[src/rtl/alu_op_sequencer.sv]
// alu_op_sequencer: T-state control sequencer for register-to-register ALU instructions (optional ALU_SEQ_ZHIGH_WB_EN adds Z high-word writeback)
module alu_op_sequencer #(
  parameter int NREG = 16
) (
  input  logic            Clock,
  input  logic            clear,
  input  logic            start,
  input  logic [4:0]      opcode,
  input  logic [3:0]      ra,
  input  logic [3:0]      rb,
  input  logic [3:0]      rc,
  output logic            busy,
  output logic            done,
  output logic [4:0]      op,
  output logic [NREG-1:0] Rout,
  output logic [NREG-1:0] Rin,
  output logic            Yin,
  output logic            ZHighin,
  output logic            Zlowin,
  output logic            Zlowout,
  output logic            Zhighout
);
  typedef enum logic [2:0] {IDLE, T_Y, T_OP, T_ZLO, T_ZHI} state_t;
  localparam logic [NREG-1:0] ONE = NREG'(1);
  state_t     state_q, state_d;
  logic [4:0] opcode_q;
  logic [3:0] ra_q, rb_q, rc_q;
  logic       in_unary, unary_q, zhi_next;
  assign in_unary = opcode == 5'b10000 || opcode == 5'b10001;
  assign unary_q  = opcode_q == 5'b10000 || opcode_q == 5'b10001;
`ifdef ALU_SEQ_ZHIGH_WB_EN
  assign zhi_next = opcode_q[4:1] == 4'b0111;
`else
  assign zhi_next = 1'b0;
`endif
  // state register plus operand capture on the accepting edge
  always_ff @(posedge Clock) begin
    if (clear) begin
      state_q  <= IDLE;
      opcode_q <= '0;
      ra_q     <= '0;
      rb_q     <= '0;
      rc_q     <= '0;
    end else begin
      state_q <= state_d;
      if (state_q == IDLE && start) begin
        opcode_q <= opcode;
        ra_q     <= ra;
        rb_q     <= rb;
        rc_q     <= rc;
      end
    end
  end
  // unary ops skip the Y load since their only source goes straight to the ALU
  always_comb
    state_d = state_q == IDLE  ? (start ? (in_unary ? T_OP : T_Y) : IDLE) :
              state_q == T_Y   ? T_OP :
              state_q == T_OP  ? T_ZLO :
              state_q == T_ZLO && zhi_next ? T_ZHI : IDLE;
  // Moore decode of strobes from registered state and operands
  always_comb begin
    busy     = state_q != IDLE;
    Yin      = state_q == T_Y;
    ZHighin  = state_q == T_OP;
    Zlowin   = state_q == T_OP;
    op       = state_q == T_OP ? opcode_q : '0;
    Zlowout  = state_q == T_ZLO;
    Rout     = state_q == T_Y  ? ONE << rb_q :
               state_q == T_OP ? ONE << (unary_q ? rb_q : rc_q) : '0;
`ifdef ALU_SEQ_ZHIGH_WB_EN
    Zhighout = state_q == T_ZHI;
    Rin      = state_q == T_ZLO ? ONE << ra_q :
               state_q == T_ZHI ? ONE << 4'(ra_q + 4'd1) : '0;
    done     = (state_q == T_ZLO && !zhi_next) || state_q == T_ZHI;
`else
    Zhighout = 1'b0;
    Rin      = state_q == T_ZLO ? ONE << ra_q : '0;
    done     = state_q == T_ZLO;
`endif
  end
endmodule

[config.mk]
export PLATFORM = sky130hd
export DESIGN_NAME = alu_op_sequencer
export DESIGN_NICKNAME = d
export VERILOG_FILES = /design/src/rtl/alu_op_sequencer.sv
export SDC_FILE = /design/constraint.sdc
export NUM_CORES = 1
export LEC_CHECK = 0
export CORE_MARGIN = 2
export CORE_UTILIZATION = 25
export DETAILED_ROUTE_END_ITERATION = 7
export PLACE_DENSITY = 0.59
export SLEW_MARGIN = 20
export SYNTH_ARGS = -nofsm -noshare
export SYNTH_HDL_FRONTEND = slang
export SYNTH_SLANG_ARGS = --single-unit
[constraint.sdc]
create_clock -name Clock -period 1.85 [get_ports Clock]
set_clock_uncertainty 0.05 [all_clocks]
set_input_delay 0.555 -clock Clock [delete_from_list [all_inputs] [get_ports Clock]]
set_output_delay 0.555 -clock Clock [all_outputs]
set_load 0.05 [all_outputs]
Yosys cells after proc, flatten, opt, wreduce, memory -nomap -nowiden
Cells that the tools add are included.
- add/sub/neg operators: 0
- multiply operators: 0
- divide/modulo/power cells: 0
- magnitude comparators: 0
- eq/ne operators: 7
- shifts and indexed selects: 3
- muxes and demuxes: 10
- bitwise logic cells: 0
- reduce and logical (&&, ||, !) cells: 5
- operator list (kind ; number):
    16-bit 2-to-1 mux ; 3
    1-bit by 4-bit left shift with 16-bit output (first input constant) ; 3
    5-bit equality test (second input constant) ; 4
    2-bit 2-to-1 mux ; 5
    3-bit by 2-bit equality test with 1-bit output (second input constant) ; 2
    5-bit 2-to-1 mux ; 1
    4-bit 2-to-1 mux ; 1
    3-bit by 1-bit equality test with 1-bit output (second input constant) ; 1
    3-bit zero test ; 1
    3-bit nonzero test ; 1
    1-bit logical OR ; 2
    1-bit logical AND ; 1
- register bits after elaboration: 20
- bits in latches: 0
- bits in writable memories: 0
- memory bits (read-only): 0
- memories kept: 0

Longest topological paths before layout
Gate-level depths: netlist of the first run.
- depth after elaboration: 6
- mapped depth: 7
- mapped depth without buffers: 5

Worst setup path before layout of the first run
Ideal clock, no wire load.
- path type: reg-to-output
- start point: reg state_q[0]
- end point: out Rout[10]
- arrival: 2.953 ns
- path slack: -1.708 ns
- stages on the path, launching flop included: 7
- cells stage by stage: dfxtp_1 inv_1 ha_1 and2_2 a21oi_2 buf_6 o32ai_1
- cells in the longest elaborated chain, start to end: 3
- elaborated cells on any way between the ends: 4
- classes of those cells: 2 x eq/ne; 2 x mux
- ends and longest elaborated chain (element ; RTL line ; text):
    start: declaration ; 25 ; state_t state_q, state_d;
    start signal: assignment ; 45 ; state_q <= state_d;
    3-bit by 2-bit equality test with 1-bit output ; n/a ;
    named net ZHighin ; 18 ; output logic ZHighin,
    16-bit 2-to-1 mux ; 69 ; state_q == T_OP ? ONE << (unary_q ? rb_q : rc_q) : '0;
    16-bit 2-to-1 mux ; 68 ; Rout = state_q == T_Y ? ONE << rb_q :
    end: declaration ; 15 ; output logic [NREG-1:0] Rout,
The timed path passes the listed nets, and every way through them passes these cells.

Final worst setup path of the first run
- start point: reg state_q[1]
- end point: out Rout[5]
- cells in the longest elaborated chain, start to end: 3
- elaborated cells on any way between the ends: 4
- classes of those cells: 2 x eq/ne; 2 x mux
- ends and longest elaborated chain (element ; RTL line):
    3-bit by 2-bit equality test with 1-bit output ; 69
    16-bit 2-to-1 mux ; 69
    16-bit 2-to-1 mux (*) ; 68
Mark *: on every way between the ends. The rest lies on a longest branch, timed or not.

==> results of run 1 <==
==> power breakdown <==
| group | total [mW] | internal, mW | switching, mW |
|---|---|---|---|
| clock | 0.292 | 0.150 | 0.142 |
| sequential | 0.464 | 0.435 | 0.0289 |
| combinational | 0.441 | 0.202 | 0.239 |
==> layout by cell type (no fill, tap or decap), types with 3 or more instances in the layout <==
master,Yosys,final
clkbuf_8,0,3
and2_4,0,5
o32ai_4,0,16
nor2_1,15,3
ha_4,0,4
nor2_4,0,12
buf_12,0,28
buf_4,3,34
nor3_4,0,5
nand2b_1,8,8
a21oi_1,17,17
buf_6,1,26
dfxtp_1,19,16
or2_2,3,3
nand2_1,39,39
clkdlybuf4s50_1,0,19
==> final timing paths <==
path | startpoint | end | slack (ns) | depth (start not counted)
min reg2reg | opcode_q[0] | opcode_q[0] | 0.41 | 2
min | opcode_q[0] | opcode_q[0] | 0.41 | 2
max reg2reg | state_q[0] | state_q[1] | 0.42 | 7
max | state_q[1] | Rout[5] | -0.50 | 7
==> metal layers <==
layer / vias to the layer above / global-route usage (%)
met5: - / 0
met3: 6 / 3.02
met1: 730 / 23.3
li1: 772 / -
met2: 45 / 34.5
met4: 0 / 5.86
==> through the flow <==
step           power (mW)  setup WS, ns  instances
2_1_floorplan       0.708        -0.540        160
3_3_place_gp        0.856        -0.254        301
3_5_place_dp        0.870        -0.331        301
4_1_cts              1.18        -0.537        312
5_1_grt              1.26        -0.575        316
6_report             1.20        -0.502        316
==> timing repair <==
item | 4_1_cts | 5_1_grt
gates resized for setup | 44 | 4
setup endpoints to repair | 38 | 42
hold endpoints to repair | 0 | 0
pin swaps | 11 | 8
setup buffers | 8 | 3
hold buffers | 0 | 0
gates cloned | 0 | 1
==> cells by family after synthesis <==
logic type	count (synthesis)	synth area share (%)
AND/OR/NAND/NOR	87	37.2
AO/OA/AOI/OAI	36	20.8
flip-flops	19	31.7
buffers and inverters	13	5.83
adder cells (fa/ha/maj)	4	4.17
other	1	0.312
==> sequential cells by signal, summed over array words and instances, names as in the netlist <==
| signal | count |
|---|---|
| ra_q | 4 |
| opcode_q | 5 |
| rb_q | 4 |
| rc_q | 4 |
| state_q | 2 |
==> cell type report <==
| type | count | area [um2] |
|---|---|---|
| Multi-Input combinational cell | 128 | 1310 |
| Inverter | 3 | 16.3 |
| Sequential cell | 19 | 387 |
| Timing Repair Buffer | 108 | 1320 |
| Clock buffer | 3 | 41.3 |
| Fill cell | 368 | 1550 |
| Clock inverter | 1 | 5.00 |
| Tap cell | 54 | 67.6 |
==> worst max-delay path, stage by stage (launching register included) <==
cell and delay [ns]:
dfxtp_2 0.36, inv_2 0.05, ha_4 0.15, and2b_2 0.25
buf_4 0.13, nand4b_4 0.18, o32ai_4 0.16, buf_6 0.19
==> flow_metrics.py, run 1 <==
metrics = {
    "power": {
        "pwr_density_cell_nw_per_um2": 380,
        "vdd_ir_drop_max_v": 0.000268,
        "p_leak_nw": 1.13,
    },
    "final_layout": {
        "syn2layout_area_growth_pct": 162,
        "diodes": 0,
        "finish.utilization_pct": 67.1,
        "post-route-cell-area_um2": 3150,
        "drive_gt1_share_pct": 58.0,
        "layout.nets": 287,
    },
    "synthesis": {
        "synth-edff-count": 0,
        "synth_flop_cell": "dfxtp_1",
        "ys_types": 29,
        "synth_warnings": 0,
        "yosysMostFrequentCell": "nand2_1",
        "synth_top_area_cell": "dfxtp_1",
        "synth_area_leaders": "dfxtp_1 32%, nand2_1 12%, o32ai_1 12%",
        "syn_avg_cell_area_um2": 7.51,
        "async_flop_share_pct": 0,
        "yosysTopAreaCellShare_pct": 31.7,
        "synth_area_um2": 1200,
        "ys_ff_latch": 19,
        "syn_inst": 160,
        "ys_seq_area_share_pct": 31.7,
        "yosys-top-cells-count": "39 x nand2_1, 19 x dfxtp_1, 17 x a21oi_1",
        "synth_nets": 184,
    },
    "place": {
        "placed_area_um2": 2810,
        "globalplace.congestion": 0.841,
        "portBuffers": 62,
        "dp_hpwl_um": 3940,
    },
    "clock_tree": {
        "clockBufferDepth": 2,
        "cts_tree": "done",
        "h-tree-depth": 1,
        "clk_pin_slew_ns": 0.08,
        "cts_made_buffers": 3,
        "cts.sinks": 19,
        "clockRootBuffer": "clkbuf_8",
        "clk_latency_ns": 0.26,
    },
    "routing": {
        "via_per_inst": 4.91,
        "drt_iter0_drc": 42,
        "postRouteAntennaNets": 0,
        "highest_layer": "met4",
        "drt-total-wl_um": 4990,
        "wl_met1_um": 2000,
        "drcViolationCount": 0,
        "wl_met2_um": 2730,
        "vias": 1553,
        "routedWlPerCell_um": 15.8,
        "firstDrtPassIters": 4,
        "dr_wl_met3_um": 196,
    },
    "setup_path": {
        "worstPathArrival_ns": 1.75,
        "start_kind": "flip-flop",
        "cp_data_required_time_ns": 1.24,
        "path_class": "reg -> out",
        "crit_fanout": 4,
        "cp-end-kind": "output port",
    },
    "global_route": {
        "grt_first_pass_wirelength_um": 7880,
        "antenna_found_initial": 0,
        "grt_pass1_vias": 1636,
        "grt_max_degree": 20,
        "overflow": 0,
        "grt_usage_pct": 19.2,
    },
    "sta": {
        "fin_ws_ns": -0.502,
        "rsz0062_at_grt": "true",
        "fmax_ghz": 0.425,
        "finalSetupViolCount": 41,
        "slew_viol_final": 0,
        "fin_crit_sh_pct": 127,
        "period_needed_ns": 2.35,
        "fin_setup_tns_ns": -13.31,
        "hold_ws_ns": 0.410,
        "hold_violations": 0,
    },
    "status": {
        "violations": "setup timing",
        "status": "complete, but fails checks",
    },
    "flow_run": {
        "cap_violations": 0,
    },
    "die": {
        "die_y_um": 73.3,
        "ios": 64,
        "dieArea_um2": 5380,
        "initial_core_util_pct": 25.6,
        "die_w_um": 73.3,
        "coreArea_um2": 4690,
        "row_count": 25,
    },
    "worst_hold_path": {
        "worstHoldPathType": "reg -> reg",
    },
}
(Power assumes the default switching activity.)
==> run 2: changes to the inputs <==
--- a/config.mk
+++ b/config.mk
@@ -9,6 +9,7 @@
 export CORE_UTILIZATION = 25
 export DETAILED_ROUTE_END_ITERATION = 7
 export PLACE_DENSITY = 0.59
+export REMOVE_ABC_BUFFERS = 1
 export SLEW_MARGIN = 20
 export SYNTH_ARGS = -nofsm -noshare
 export SYNTH_HDL_FRONTEND = slang
==> run 2 against run 1 <==
  * The flow still finishes with violations (setup timing)
  * Combinational power fell by 9.5%
  * First-iteration DRC count rose by 9.5%
  * Total power fell by 3.2%
  * Sequential share of layout area rose by 1.1 points
  * Critical path depth fell by 1
  * Worst setup slack got worse by 0.025 ns
  * Cell area fell by 7.1%
  * Largest power group unchanged
==> flow_metrics.py, run 2 (synthesized netlist as in run 1, its figures left out) <==
metrics = {
    "setup_path": {
        "reg2reg_from": "state_q[1]",
        "rr_worst_depth": 7,
        "crit_fanout": 4,
        "startpoint": "state_q[1]",
        "worstPathArrival_ns": 1.77,
        "r2r_slack_ns": 0.43,
        "timing.rr.end": "state_q[1]",
        "crit_path_end": "Rout[6]",
        "cp-end-kind": "output port",
        "path_class": "reg -> out",
        "cp_data_required_time_ns": 1.24,
        "start_kind": "flip-flop",
    },
    "final_layout": {
        "drive_gt1_share_pct": 55.2,
        "diodes": 0,
        "layout.nets": 273,
        "largest_register_ffs": 5,
        "fillCellCount": 390,
        "final_cell_mix": "39 x nand2_1, 28 x buf_12, 25 x buf_4",
        "syn2layout_area_growth_pct": 143,
        "top_register": "opcode_q",
        "finalNonFillerCells": 302,
        "post-route-cell-area_um2": 2920,
        "finish.utilization_pct": 62.3,
        "layout_commonest_cell": "nand2_1",
    },
    "die": {
        "coreArea_um2": 4690,
        "initial_core_util_pct": 25.6,
        "die_w_um": 73.3,
        "ios": 64,
        "die_y_um": 73.3,
        "row_count": 25,
        "dieArea_um2": 5380,
    },
    "power": {
        "pwr_density_cell_nw_per_um2": 396,
        "power_switching_mw": 0.396,
        "seq_power_share_pct": 40.5,
        "switching_share_pct": 34.2,
        "p_int_mw": 0.763,
        "power_frac_comb_pct": 34.4,
        "vdd_ir_drop_max_v": 0.000277,
        "clkPwrFrac_pct": 25.1,
        "p_leak_nw": 1.03,
    },
    "clock_tree": {
        "clockRootBuffer": "clkbuf_8",
        "cts_made_buffers": 3,
        "clk_latency_ns": 0.26,
        "cts.sinks": 19,
        "cts_tree": "done",
        "clockBufferDepth": 2,
        "h-tree-depth": 1,
        "ctsHoldBuffers": 0,
        "clk_pin_slew_ns": 0.08,
    },
    "global_route": {
        "grt_usage_pct": 18.7,
        "grt_max_degree": 20,
        "antenna_found_initial": 0,
        "grt_first_pass_wirelength_um": 7710,
        "grt_pass1_vias": 1547,
        "overflow": 0,
    },
    "place": {
        "dp_cells": 288,
        "dp_hpwl_um": 3120,
        "placed_area_um2": 2230,
        "portBuffers": 62,
        "globalplace.congestion": 0.848,
    },
    "sta": {
        "fin_setup_tns_ns": -13.45,
        "finalSetupViolCount": 38,
        "hold_violations": 0,
        "fin_ws_ns": -0.527,
        "fin_crit_sh_pct": 128,
        "period_needed_ns": 2.38,
        "slew_viol_final": 0,
        "rsz0062_at_grt": "true",
        "hold_ws_ns": 0.432,
        "fmax_ghz": 0.421,
    },
    "flow_run": {
        "cap_violations": 0,
    },
    "routing": {
        "postRouteAntennaNets": 0,
        "vias": 1537,
        "drt_iter0_drc": 46,
        "via_per_inst": 5.09,
        "drt-total-wl_um": 4990,
        "firstDrtPassIters": 4,
        "drcViolationCount": 0,
        "routedWlPerCell_um": 16.5,
    },
    "worst_hold_path": {
        "worstHoldPathType": "reg -> reg",
    },
    "status": {
        "violations": "setup timing",
        "status": "complete, but fails checks",
    },
}
## run 2: cell count changes in the layout (fill, tap and decap cells not counted), moves of 2 or more
| cell | change |
|---|---|
| buf_4 | -9 |
| nor2_2 | +8 |
| nor2_4 | -8 |
| buf_6 | -5 |
| nor3_4 | -5 |
| nor3_2 | +3 |
| nor3_1 | +2 |
| o32ai_2 | +2 |
| o32ai_4 | -2 |
## run 2: final cells by class
type                            instances  area, um2  share of cell area (%)
Timing Repair Buffer                   94       1200                    41.0
Tap cell                               54       67.6                    2.31
Clock inverter                          1       5.00                   0.171
Multi-Input combinational cell        128       1200                    41.1
Inverter                                3       18.8                   0.642
Clock buffer                            3       41.3                    1.41
Sequential cell                        19        390                    13.4
## run 2: stage by stage
step                total power [mW]  setup slack [ns]
floorplan                      0.606             -1.99
global placement               0.749            -0.431
detailed placement             0.751            -0.516
CTS                             1.15            -0.461
global route                    1.22            -0.587
finish                          1.16            -0.527
## run 2: per-layer routing
layer  wire length (um)  up-vias  GRT usage, %
met3                213        6          3.43
li1                   -      748             -
met2               2660       45          34.6
met1               2060      738          22.5
met5                  0        -             0
met4                 57        0          4.04
## run 2: what timing repair did
item | 4_1_cts | 5_1_grt
gates cloned | 1 | 0
setup endpoints to repair | 40 | 41
pin swaps | 24 | 9
setup buffers | 6 | 7
gates resized for setup | 93 | 13
## run 2: critical path, stage by stage (launching register included)
cell      delay (ns)
dfxtp_4         0.38
inv_4           0.04
ha_4            0.16
and2b_4         0.32
nand4b_4        0.22
o32ai_4         0.19
buf_6           0.20
## run 2: power by group through the flow
stage / registers [mW] / logic (mW) / clock network, mW
floorplan: 0.465 / 0.141 / 0
global placement: 0.469 / 0.280 / 0
detailed placement: 0.470 / 0.280 / 0
CTS: 0.466 / 0.383 / 0.303
global route: 0.472 / 0.424 / 0.320
finish: 0.469 / 0.399 / 0.291
## run 2: how the worst min path moves through the flow
stage | startpoint | to | slack (ns) | cells past startpoint
global placement | opcode_q[0] | opcode_q[0] | 0.39 | 2
floorplan | opcode_q[0] | opcode_q[0] | 0.38 | 2
finish | opcode_q[0] | opcode_q[0] | 0.43 | 2
detailed placement | opcode_q[0] | opcode_q[0] | 0.41 | 2
global route | opcode_q[4] | opcode_q[4] | 0.46 | 2
CTS | opcode_q[0] | opcode_q[0] | 0.43 | 2
